### config.mk
export PLATFORM = sky130hd
export DESIGN_NAME = hammer_test_engine
export DESIGN_NICKNAME = d
export VERILOG_FILES = /design/src/rtl/hammer_test_pkg.sv /design/src/rtl/hammer_test_engine_popcount_tree.sv /design/src/rtl/hammer_test_engine.sv
export SDC_FILE = /design/constraint.sdc
export NUM_CORES = 1
export LEC_CHECK = 0
export CORE_MARGIN = 10
export CORE_UTILIZATION = 51
export DETAILED_ROUTE_END_ITERATION = 8
export GPL_TIMING_DRIVEN = 0
export PLACE_DENSITY = 0.85
export SKIP_LAST_GASP = 1
export SLEW_MARGIN = 25
export SYNTH_ARGS = -nofsm -noshare
export SYNTH_HDL_FRONTEND = slang
export SYNTH_SLANG_ARGS = --single-unit
### constraint.sdc
create_clock -name clk -period 10.2 [get_ports clk]
set_input_delay 1.02 -clock clk [delete_from_list [all_inputs] [get_ports clk]]
set_output_delay 1.02 -clock clk [all_outputs]
set_load 0.01 [all_outputs]
### src/rtl/hammer_test_pkg.sv
// Shared types and helpers for the rowhammer trial engine.
// Latency: n/a (types, constants and a pure function only).
// Backpressure: n/a.
package hammer_test_pkg;

   // Trial sequencing states
   typedef enum logic [2:0] {
      IDLE,
      INIT,
      HAMMER,
      CHECK,
      CHECK_WAIT,
      DONE
   } state_t;

   // Aggressor selection modes
   localparam logic MODE_DOUBLE = 1'b0;
   localparam logic MODE_SINGLE = 1'b1;

   // Place row and column fields into a bus address; all other bits zero.
   // Callers pass already-masked fields and truncate the result to their bus width.
   function automatic logic [63:0] pack_addr(input logic [63:0]   row,
                                             input logic [63:0]   col,
                                             input int unsigned   row_pos,
                                             input int unsigned   col_pos);
      return (row << row_pos) | (col << col_pos);
   endfunction

endpackage

### src/rtl/hammer_test_engine_popcount_tree.sv
// Counts set bits of a word; used to score flipped bits per read-back word.
// Latency: purely combinational, zero cycles.
// Backpressure: none.
module popcount_tree #(
   parameter  int WORD_WIDTH = 64,
   localparam int CNT_W      = $clog2(WORD_WIDTH) + 1
) (
   input  logic [WORD_WIDTH-1:0] data_i,
   output logic [CNT_W-1:0]      count_o
);

   // Bitwise sum; synthesis rebalances the chain into an adder tree
   always_comb begin
      count_o = '0;
      for (int i = 0; i < WORD_WIDTH; i++) begin
         count_o = count_o + CNT_W'(data_i[i]);
      end
   end

endmodule

### src/rtl/hammer_test_engine.sv
// One rowhammer trial per start: write victim row, hammer aggressors, read back, count flips.
// Latency: one request per accepted cycle; each read waits for its data before the next.
// Backpressure: avm_waitrequest holds address/command/data; one read outstanding at a time.
// Optional flip logging (first flip column/mask, flipped-word count) under HAMMER_TEST_FLIP_LOG_EN.
module hammer_test_engine
   import hammer_test_pkg::*;
#(
   parameter int ADDR_WIDTH     = 32,
   parameter int WORD_WIDTH     = 64,
   parameter int ROW_WIDTH      = 12,
   parameter int ROW_POS        = 10,
   parameter int COL_WIDTH      = 10,
   parameter int COL_POS        = 0,
   parameter int FAR_ROW_OFFSET = 64,
   parameter int CNT_WIDTH      = 32
) (
   input  logic                  clk,
   input  logic                  reset,
   input  logic                  start,
   input  logic [ROW_WIDTH-1:0]  cfg_row,
   input  logic                  cfg_mode,
   input  logic [WORD_WIDTH-1:0] cfg_pattern,
   input  logic [CNT_WIDTH-1:0]  cfg_count,
   output logic [ADDR_WIDTH-1:0] avm_address,
   output logic                  avm_read,
   output logic                  avm_write,
   output logic [WORD_WIDTH-1:0] avm_writedata,
   input  logic                  avm_waitrequest,
   input  logic [WORD_WIDTH-1:0] avm_readdata,
   input  logic                  avm_readdatavalid,
   output logic                  busy,
   output logic                  done,
   output logic [CNT_WIDTH-1:0]  flip_count
`ifdef HAMMER_TEST_FLIP_LOG_EN
   ,
   output logic [COL_WIDTH-1:0]  first_flip_col,
   output logic [WORD_WIDTH-1:0] first_flip_mask,
   output logic [COL_WIDTH:0]    flip_words
`endif
);

   localparam int POP_W = $clog2(WORD_WIDTH) + 1;
   localparam logic [ROW_WIDTH-1:0] FAR_OFF = ROW_WIDTH'(FAR_ROW_OFFSET);

   state_t                  state_q;
   logic [ROW_WIDTH-1:0]    row_q;
   logic                    mode_q;
   logic [WORD_WIDTH-1:0]   pattern_q;
   logic [CNT_WIDTH-1:0]    count_q;
   logic [COL_WIDTH-1:0]    col_q;
   logic [CNT_WIDTH-1:0]    hcnt_q;
   logic                    side_q;      // 0: next hammer read goes to A, 1: to B
   logic                    wait_q;      // hammer read accepted, data not yet back
   logic [ADDR_WIDTH-1:0]   addr_q;
   logic                    rd_q;
   logic                    wr_q;
   logic [WORD_WIDTH-1:0]   wdata_q;
   logic                    busy_q;
   logic                    done_q;
   logic [CNT_WIDTH-1:0]    flip_q;
   logic [CNT_WIDTH-1:0]    flip_d;
`ifdef HAMMER_TEST_FLIP_LOG_EN
   logic [COL_WIDTH-1:0]    ffcol_q;
   logic [WORD_WIDTH-1:0]   ffmask_q;
   logic [COL_WIDTH:0]      fwords_q;
`endif

   logic [WORD_WIDTH-1:0]   xor_w;
   logic [POP_W-1:0]        pop_w;
   logic [CNT_WIDTH:0]      sum_w;
   logic [ROW_WIDTH-1:0]    agg_a_w;
   logic [ROW_WIDTH-1:0]    agg_b_w;
   logic                    accept_w;
   logic                    col_last_w;

   function automatic logic [ADDR_WIDTH-1:0] mk_addr(input logic [ROW_WIDTH-1:0] r,
                                                     input logic [COL_WIDTH-1:0] c);
      return ADDR_WIDTH'(pack_addr(64'(r), 64'(c), ROW_POS, COL_POS));
   endfunction

   assign xor_w      = avm_readdata ^ pattern_q;
   assign sum_w      = {1'b0, flip_q} + (CNT_WIDTH + 1)'(pop_w);
   assign flip_d     = sum_w[CNT_WIDTH] ? '1 : sum_w[CNT_WIDTH-1:0];
   assign agg_a_w    = (mode_q == MODE_SINGLE) ? row_q + 1'b1 : row_q - 1'b1;
   assign agg_b_w    = (mode_q == MODE_SINGLE) ? row_q + FAR_OFF : row_q + 1'b1;
   assign accept_w   = (rd_q | wr_q) & ~avm_waitrequest;
   assign col_last_w = &col_q;

   popcount_tree #(.WORD_WIDTH(WORD_WIDTH)) u_pop (
      .data_i  (xor_w),
      .count_o (pop_w)
   );

   // Trial sequencer with registered bus command and status outputs
   always_ff @(posedge clk) begin
      if (reset) begin
         state_q   <= IDLE;
         row_q     <= '0;
         mode_q    <= MODE_DOUBLE;
         pattern_q <= '0;
         count_q   <= '0;
         col_q     <= '0;
         hcnt_q    <= '0;
         side_q    <= 1'b0;
         wait_q    <= 1'b0;
         addr_q    <= '0;
         rd_q      <= 1'b0;
         wr_q      <= 1'b0;
         wdata_q   <= '0;
         busy_q    <= 1'b0;
         done_q    <= 1'b0;
         flip_q    <= '0;
`ifdef HAMMER_TEST_FLIP_LOG_EN
         ffcol_q   <= '0;
         ffmask_q  <= '0;
         fwords_q  <= '0;
`endif
      end else begin
         case (state_q)
            IDLE, DONE: begin
               if (start) begin
                  row_q     <= cfg_row;
                  mode_q    <= cfg_mode;
                  pattern_q <= cfg_pattern;
                  count_q   <= cfg_count;
                  col_q     <= '0;
                  hcnt_q    <= '0;
                  side_q    <= 1'b0;
                  wait_q    <= 1'b0;
                  flip_q    <= '0;
                  busy_q    <= 1'b1;
                  done_q    <= 1'b0;
                  wr_q      <= 1'b1;
                  addr_q    <= mk_addr(cfg_row, '0);
                  wdata_q   <= cfg_pattern;
                  state_q   <= INIT;
`ifdef HAMMER_TEST_FLIP_LOG_EN
                  ffcol_q   <= '0;
                  ffmask_q  <= '0;
                  fwords_q  <= '0;
`endif
               end
            end
            INIT: begin
               if (accept_w) begin
                  col_q <= col_q + 1'b1;
                  if (col_last_w) begin
                     wr_q <= 1'b0;
                     rd_q <= 1'b1;
                     if (count_q == '0) begin
                        addr_q  <= mk_addr(row_q, '0);
                        state_q <= CHECK;
                     end else begin
                        addr_q  <= mk_addr(agg_a_w, '0);
                        side_q  <= 1'b1;
                        state_q <= HAMMER;
                     end
                  end else begin
                     addr_q <= mk_addr(row_q, col_q + 1'b1);
                  end
               end
            end
            HAMMER: begin
               if (rd_q && !avm_waitrequest) begin
                  rd_q   <= 1'b0;
                  wait_q <= 1'b1;
                  hcnt_q <= hcnt_q + 1'b1;
               end else if (wait_q && avm_readdatavalid) begin
                  wait_q <= 1'b0;
                  rd_q   <= 1'b1;
                  if (hcnt_q == count_q) begin
                     col_q   <= '0;
                     addr_q  <= mk_addr(row_q, '0);
                     state_q <= CHECK;
                  end else begin
                     addr_q <= mk_addr(side_q ? agg_b_w : agg_a_w, '0);
                     side_q <= ~side_q;
                  end
               end
            end
            CHECK: begin
               if (accept_w) begin
                  rd_q    <= 1'b0;
                  state_q <= CHECK_WAIT;
               end
            end
            CHECK_WAIT: begin
               if (avm_readdatavalid) begin
                  flip_q <= flip_d;
`ifdef HAMMER_TEST_FLIP_LOG_EN
                  if (xor_w != '0) begin
                     fwords_q <= fwords_q + 1'b1;
                     if (ffmask_q == '0) begin
                        ffcol_q  <= col_q;
                        ffmask_q <= xor_w;
                     end
                  end
`endif
                  if (col_last_w) begin
                     busy_q  <= 1'b0;
                     done_q  <= 1'b1;
                     state_q <= DONE;
                  end else begin
                     col_q   <= col_q + 1'b1;
                     rd_q    <= 1'b1;
                     addr_q  <= mk_addr(row_q, col_q + 1'b1);
                     state_q <= CHECK;
                  end
               end
            end
            default: state_q <= IDLE;
         endcase
      end
   end

   assign avm_address   = addr_q;
   assign avm_read      = rd_q;
   assign avm_write     = wr_q;
   assign avm_writedata = wdata_q;
   assign busy          = busy_q;
   assign done          = done_q;
   assign flip_count    = flip_q;
`ifdef HAMMER_TEST_FLIP_LOG_EN
   assign first_flip_col  = ffcol_q;
   assign first_flip_mask = ffmask_q;
   assign flip_words      = fwords_q;
`endif

endmodule
## Word-level counts from Yosys, hierarchy flattened

Cells that the tools add are included.
W data, S select, Z words.

| word-level totals | value |
|---|---|
| register bits after elaboration | 224 |
| latch bits | 0 |
| input port bits | 178 |
| memory bits (read-only) | 0 |
| output and inout port bits | 132 |
| memory bits (writable) | 0 |
| memories kept | 0 |
| logic and storage cells | 199 |

| operators by class | value |
|---|---|
| equal/unequal tests | 20 |
| muxes and demuxes | 65 |
| add/sub/neg operators | 69 |
| divide/modulo/power cells | 0 |
| multipliers | 0 |
| reductions and logical operators | 24 |
| shift-type cells | 0 |
| bitwise operators | 6 |
| order comparisons | 0 |

Operators by type and width:

| operator | number |
|---|---|
| $add A7 B1 Y7 | 62 |
| $mux W32 | 11 |
| $pmux W32 S2 | 2 |
| $pmux W32 S4 | 1 |
| $mux W10 | 7 |
| $xor A64 B64 Y64 | 1 |
| $mux W22 | 2 |
| $pmux W10 S4 | 1 |
| $mux W12 | 3 |
| $add A32 B7 Y33 | 1 |
| $add A32 B1 Y32 const B | 1 |
| $eq A32 B32 Y1 | 1 |
| $logic_not A32 Y1 | 1 |
| $mux W3 | 9 |
| $ne A2 B2 Y1 const B | 13 |
| $reduce_and A8 Y1 | 3 |
| $mux W1 | 22 |
| $or A22 B10 Y22 | 1 |
| $pmux W3 S5 | 1 |
| $reduce_and A7 Y1 | 2 |
| $add A12 B1 Y12 const B | 1 |
| $add A12 B7 Y12 const B | 1 |
| $sub A12 B1 Y12 const B | 1 |
| $add A10 B1 Y10 const B | 1 |
| other kinds (22) | 35 |

## Logic depth before layout (Yosys ltp)

| logic depth | value |
|---|---|
| depth in word-level cells | 68 |
| mapped depth | 29 |
| gate-level depth less buffers | 28 |

## Modules after synthesis

A second synthesis with hierarchy kept.

| unflattened totals | value |
|---|---|
| cells, all modules | 1616 |
| area total of the unflattened synthesis | 12997.5 µm² |

By module, submodules not included:

| module | sequential area each (µm²) | area each (µm²) | cells each | times used |
|---|---|---|---|---|
| hammer_test_engine | 4284.1 | 11228.3 | 1434 | 1 |
| popcount_tree | 0.0 | 1769.2 | 182 | 1 |

## Least setup slack after synthesis

OpenSTA, ideal clock, no wires.

| timing | value |
|---|---|
| path type | input -> register |
| start | input avm_readdata[0] |
| end | register flip_q[29] (netlist: flip_count[29]) |
| buffers on the path | 0 |
| arrival time | 8.417 ns |
| data required time | 10.078 ns |
| cell stages on the path | 25 |
| setup slack | 1.661 ns |
| setup time | 0.122 ns |
| cells stage by stage | xor2_1 -> ha_1 -> fa_1 -> fa_1 -> fa_1 -> fa_1 -> fa_1 -> fa_1 -> inv_1 -> fa_1 -> fa_1 -> fa_1 -> fa_1 -> inv_1 -> a21o_1 -> a21oi_1 -> o21bai_1 -> a21o_1 -> ha_1 -> a211o_1 -> o21ai_0 -> nor3_1 -> or4b_1 -> o21ai_0 -> a221o_1 |

| between the ends | value |
|---|---|
| word-level cells in the longest chain between the ends | 68 |

Ends and longest elaborated chain:

| element | line | text |
|---|---|---|
| from (decl) | hammer_test_engine.sv:29 | `input logic [WORD_WIDTH-1:0] avm_readdata,` |
| $xor A64 B64 Y64 | hammer_test_engine.sv:81 | `assign xor_w = avm_readdata ^ pattern_q;` |
| $add A1 B1 Y2 | hammer_test_engine_popcount_tree.sv:16 | `count_o = count_o + CNT_W'(data_i[i]);` |
| $add A7 B1 Y7 (62 in series) | hammer_test_engine_popcount_tree.sv:16 |  |
| $add A32 B7 Y33 | hammer_test_engine.sv:82 | `assign sum_w = {1'b0, flip_q} + (CNT_WIDTH + 1)'(pop_w);` |
| $mux W32 | hammer_test_engine.sv:83 | `assign flip_d = sum_w[CNT_WIDTH] ? '1 : sum_w[CNT_WIDTH-1:0];` |
| $mux W32 | hammer_test_engine.sv:188 | `if (avm_readdatavalid) begin` |
| $pmux W32 S2 | hammer_test_engine.sv:119 | `case (state_q)` |
| to (signal assigned) | hammer_test_engine.sv:189 | `flip_q <= flip_d;` |
| to (decl) | hammer_test_engine.sv:60 | `logic [CNT_WIDTH-1:0] flip_q;` |

No other way between the ends. The select of a mux whose other input is x is not followed.
A chain may end at the register's enable or synchronous reset.

## Final worst setup path

Same ends and word-level chain as after synthesis.

==> results.md <==
- The maximum operating frequency is 108 MHz.
- The flow ran to the end, and the final reports show no timing, DRC or antenna violations.
- The die height is 179 um.
- The adder and majority cell fraction of the synthesized area is 11.7%.
- At the later pin of the worst-skew pair, clock insertion delay measures 0.53 ns.
- For this run, the number of Yosys warnings is 0.
- Counting flops with a built-in enable in the synthesized netlist gives 0.
- For this configuration, the core starts out at a cell density of 51.4%.
- The final-layout fill cell count is 2008.
- The count of nets left with antenna violations once routing finished came out at 0.
- The total overflow left after global routing is 0.
- Multiplexer cells account for 0.400% of the synthesized area.
- The worst path uses 90.5% of the clock period.
- The portion of the post-synthesis area used by sequential elements is 33.4%.
- In this run, post-CTS hold repair placed 0 buffers.
- The root buffer cell chosen for the clock tree is sky130_fd_sc_hd__clkbuf_16.
- The final layout net count is 2187.
- The final number of setup-violating endpoints is 0.
- The number of antenna violations at the first check in global routing is 6.
- The number of distinct standard cells referenced by the synthesized netlist is 78.
- The final count of hold timing violations is 0.
- The total wire length after detailed routing is 44.7 mm.
- The top cell types in the final layout, fill and taps aside, are sky130_fd_sc_hd__nand2_1, sky130_fd_sc_hd__clkdlybuf4s50_1, sky130_fd_sc_hd__dfxtp_1.
- The largest fanout of any net on the critical path is 6.
- The growth of design area from synthesis to finish is 33.0%.
- The ratio of cells with drive above 1 in the final layout is 5.36%.
- The worst endpoint required time is 10.66 ns.
- The final critical-path required period is 9.23 ns.
- The number of vias after detailed routing is 12900.
- The largest net degree at the start of global routing is 13.
- Setup total negative slack on the finished layout was measured at 0 ns.
- The path type of the worst min-delay path is flip-flop to flip-flop.
- The count of port buffers added during placement is 299.
- The total number of placement rows is 58.
- The number of cells on the worst reg-to-reg path is 26.
- In the synthesized netlist the async set-or-reset flop fraction comes to 0%.
- The endpoint type of the worst setup path is a flip-flop.
- In the routed design, unresolved DRC markers number 0.
- The die extent in x is 179 um.
- The number of design-rule violations left by the first detailed-router iteration is 1088.
- The via count of the first global-routing pass is 12800.
- Across every metal layer, demand over resource in global routing totals 26.8%.
- Counting flops and latches in the post-synthesis netlist gives 214.
- The synthesized netlist devotes 10.5% of its cell area to XOR and XNOR gates.
- Registers take 0.00428 mm2.
- The longest clock path from root to sink contains 3 buffers.
- At the pin with the least slew margin, the transition time is 1.02 ns.
- After legalization and detailed placement, the total HPWL measured 34.7 mm.
- The CTS clock-pin slew for the worst setup and hold paths is 0.06 ns.
- The die covers 0.0319 mm2.
- The first TritonRoute pass finished after 6 iterations.
- The CTS buffer count is 25.
- The synthesized netlist devotes 22.4% of its cell area to simple gates.
- Leaving out fill and tap cells, the most frequent cell in the layout is sky130_fd_sc_hd__nand2_1.
- The largest family of logic cells by synthesized area is simple AND/OR/NAND/NOR gates.
- Once the clock tree was built, the resizer swapped 0 gates to a different size.
- For this design the top-level I/O count stands at 310.
- After floorplanning, the core was sized to cover 0.0250 mm2.
- In the final routed layout, each cell accounts on average for 19.6 um.
- CTS built an H-tree with a depth of 1.
- Setup repair after global routing left no endpoint under its margin.
- The reported max-cap violation count is 0.
- The worst pin sits at a relative slew slack of 31.7%.
- The launching element type of the critical path is an input pin.
- The count of mapped cells out of synthesis is 1588.
- The most instantiated flip-flop cell in the synthesis netlist is sky130_fd_sc_hd__dfxtp_1.
- In this run the mean area of a mapped cell was 8.08 um2.
- After clock tree synthesis, the setup repair step added 0 buffers.
- The startpoint-to-endpoint class of the critical path is input pin to flip-flop.
- Summing every instance area after synthesis gives 0.0128 mm2.
- After detailed routing, the number of vias per cell comes to 5.67.
- The synthesized netlist devotes 16.3% of its cell area to compound gates.
- Summing all multi-input logic gate instances after layout gives 0.00789 mm2.
- The TritonCTS clock tree is yes.
- The clock sink total is 214.
- The worst path arrival time is 9.69 ns.
- For the final database, setup skew stands at 0.00968 ns.
- The first global-routing pass estimated 68.7 mm of wire.
- The number of pins exceeding their max-slew limit in the final report came to 0.
- The worst hold path passes through 2 cells.
- The placer's final routability congestion estimate is 0.964.
synthesized netlist by cell type (28+ instances only):
cell / number / share of area (%)
sky130_fd_sc_hd__ha_1: 31 / 3.0
sky130_fd_sc_hd__nor2_1: 103 / 3.0
sky130_fd_sc_hd__nand2_1: 301 / 8.8
sky130_fd_sc_hd__xnor2_1: 90 / 6.1
sky130_fd_sc_hd__inv_1: 65 / 1.9
sky130_fd_sc_hd__clkbuf_1: 54 / 1.6
sky130_fd_sc_hd__xor2_1: 64 / 4.4
sky130_fd_sc_hd__a21oi_1: 177 / 6.9
sky130_fd_sc_hd__fa_1: 55 / 8.6
sky130_fd_sc_hd__o21ai_0: 60 / 2.3
sky130_fd_sc_hd__dfxtp_1: 214 / 33
sky130_fd_sc_hd__nand3_1: 46 / 1.8
sky130_fd_sc_hd__nand4_1: 28 / 1.4
sky130_fd_sc_hd__buf_2: 28 / 1.1
per-stage QoR:
step           std cells  hold WS [ns]  util (%)  worst slack [ns]  instance area [um2]
6_report            2276         0.478      68.4             0.973                17100
5_1_grt             2273         0.503      68.4             0.422                17100
4_1_cts             2271         0.479      68.4              1.05                17100
3_5_place_dp        2226         0.470      65.2             0.519                16300
3_3_place_gp        2226         0.462      65.2             0.591                16300
2_1_floorplan       1597         0.449         -              1.66                12900
path summary, 6_finish.rpt:
check                                     start  slack (ns)                          end
hold reg to reg      flip_count[6]$_SDFFE_PP0P_        0.48   flip_count[6]$_SDFFE_PP0P_
setup / recovery                avm_readdata[0]        0.97  flip_count[29]$_SDFFE_PP0P_
hold / removal       flip_count[6]$_SDFFE_PP0P_        0.48   flip_count[6]$_SDFFE_PP0P_
setup reg to reg  avm_writedata[1]$_SDFFE_PP0P_        1.57  flip_count[29]$_SDFFE_PP0P_
routing by layer:
layer | up-vias | GRT usage (%) | part of all wire [%]
met2 | 590 | 45.5 | 48
met4 | 6 | 7.72 | 2.7
met3 | 102 | 8.00 | 10
li1 | 6077 | - | -
met5 | - | 0 | 0.087
met1 | 6126 | 32.0 | 39
kinds of logic (layout without fill, tap and decap cells):
group | after synthesis | after routing
compound gates | 352 | 352
xor+xnor | 154 | 154
fa+ha+maj | 87 | 87
buf+inv | 162 | 506
flops | 214 | 214
mux | 5 | 5
other cells | 1 | 15
simple gates | 613 | 613
state kept, by name, summed over array words and instances, names as in the netlist:
| signal | count |
|---|---|
| row_q | 12 |
| avm_writedata | 64 |
| busy | 1 |
| count_q | 32 |
| done | 1 |
| state_q | 3 |
| side_q | 1 |
| hcnt_q | 32 |
| avm_read | 1 |
| col_q | 10 |
| flip_count | 32 |
| avm_address | 22 |
| wait_q | 1 |
| mode_q | 1 |
| avm_write | 1 |
layout make-up:
class | instances | share of cell area [%]
Tap cell | 330 | 2.42
Multi-Input combinational cell | 1221 | 46.2
Antenna cell | 5 | 0.0733
Inverter | 65 | 1.43
Timing Repair Buffer | 299 | 17.5
Clock buffer | 34 | 4.10
Buffer | 97 | 2.62
Sequential cell | 214 | 25.1
Clock inverter | 11 | 0.528
critical path, stage by stage:
cell	delay (ns)
sky130_fd_sc_hd__clkdlybuf4s50_1	0.47
sky130_fd_sc_hd__xor2_1	0.18
sky130_fd_sc_hd__ha_1	0.27
sky130_fd_sc_hd__fa_1	0.57
sky130_fd_sc_hd__fa_1	0.58
sky130_fd_sc_hd__fa_1	0.53
sky130_fd_sc_hd__fa_1	0.52
sky130_fd_sc_hd__fa_1	0.52
sky130_fd_sc_hd__fa_1	0.55
sky130_fd_sc_hd__inv_1	0.06
sky130_fd_sc_hd__fa_1	0.50
sky130_fd_sc_hd__fa_1	0.51
sky130_fd_sc_hd__fa_1	0.49
sky130_fd_sc_hd__fa_1	0.43
sky130_fd_sc_hd__inv_1	0.07
sky130_fd_sc_hd__a21o_1	0.11
sky130_fd_sc_hd__a21oi_1	0.08
sky130_fd_sc_hd__o21bai_1	0.15
sky130_fd_sc_hd__a21o_1	0.19
sky130_fd_sc_hd__ha_1	0.19
sky130_fd_sc_hd__o21ai_0	0.10
sky130_fd_sc_hd__nand2b_1	0.20
sky130_fd_sc_hd__o21ai_0	0.24
sky130_fd_sc_hd__nor3_1	0.49
sky130_fd_sc_hd__or4b_1	0.47
sky130_fd_sc_hd__o21ai_0	0.08
sky130_fd_sc_hd__a221o_1	0.12
Power is not shown: default switching activity piles up to over one toggle a cycle in this logic, so the estimate is an artifact.
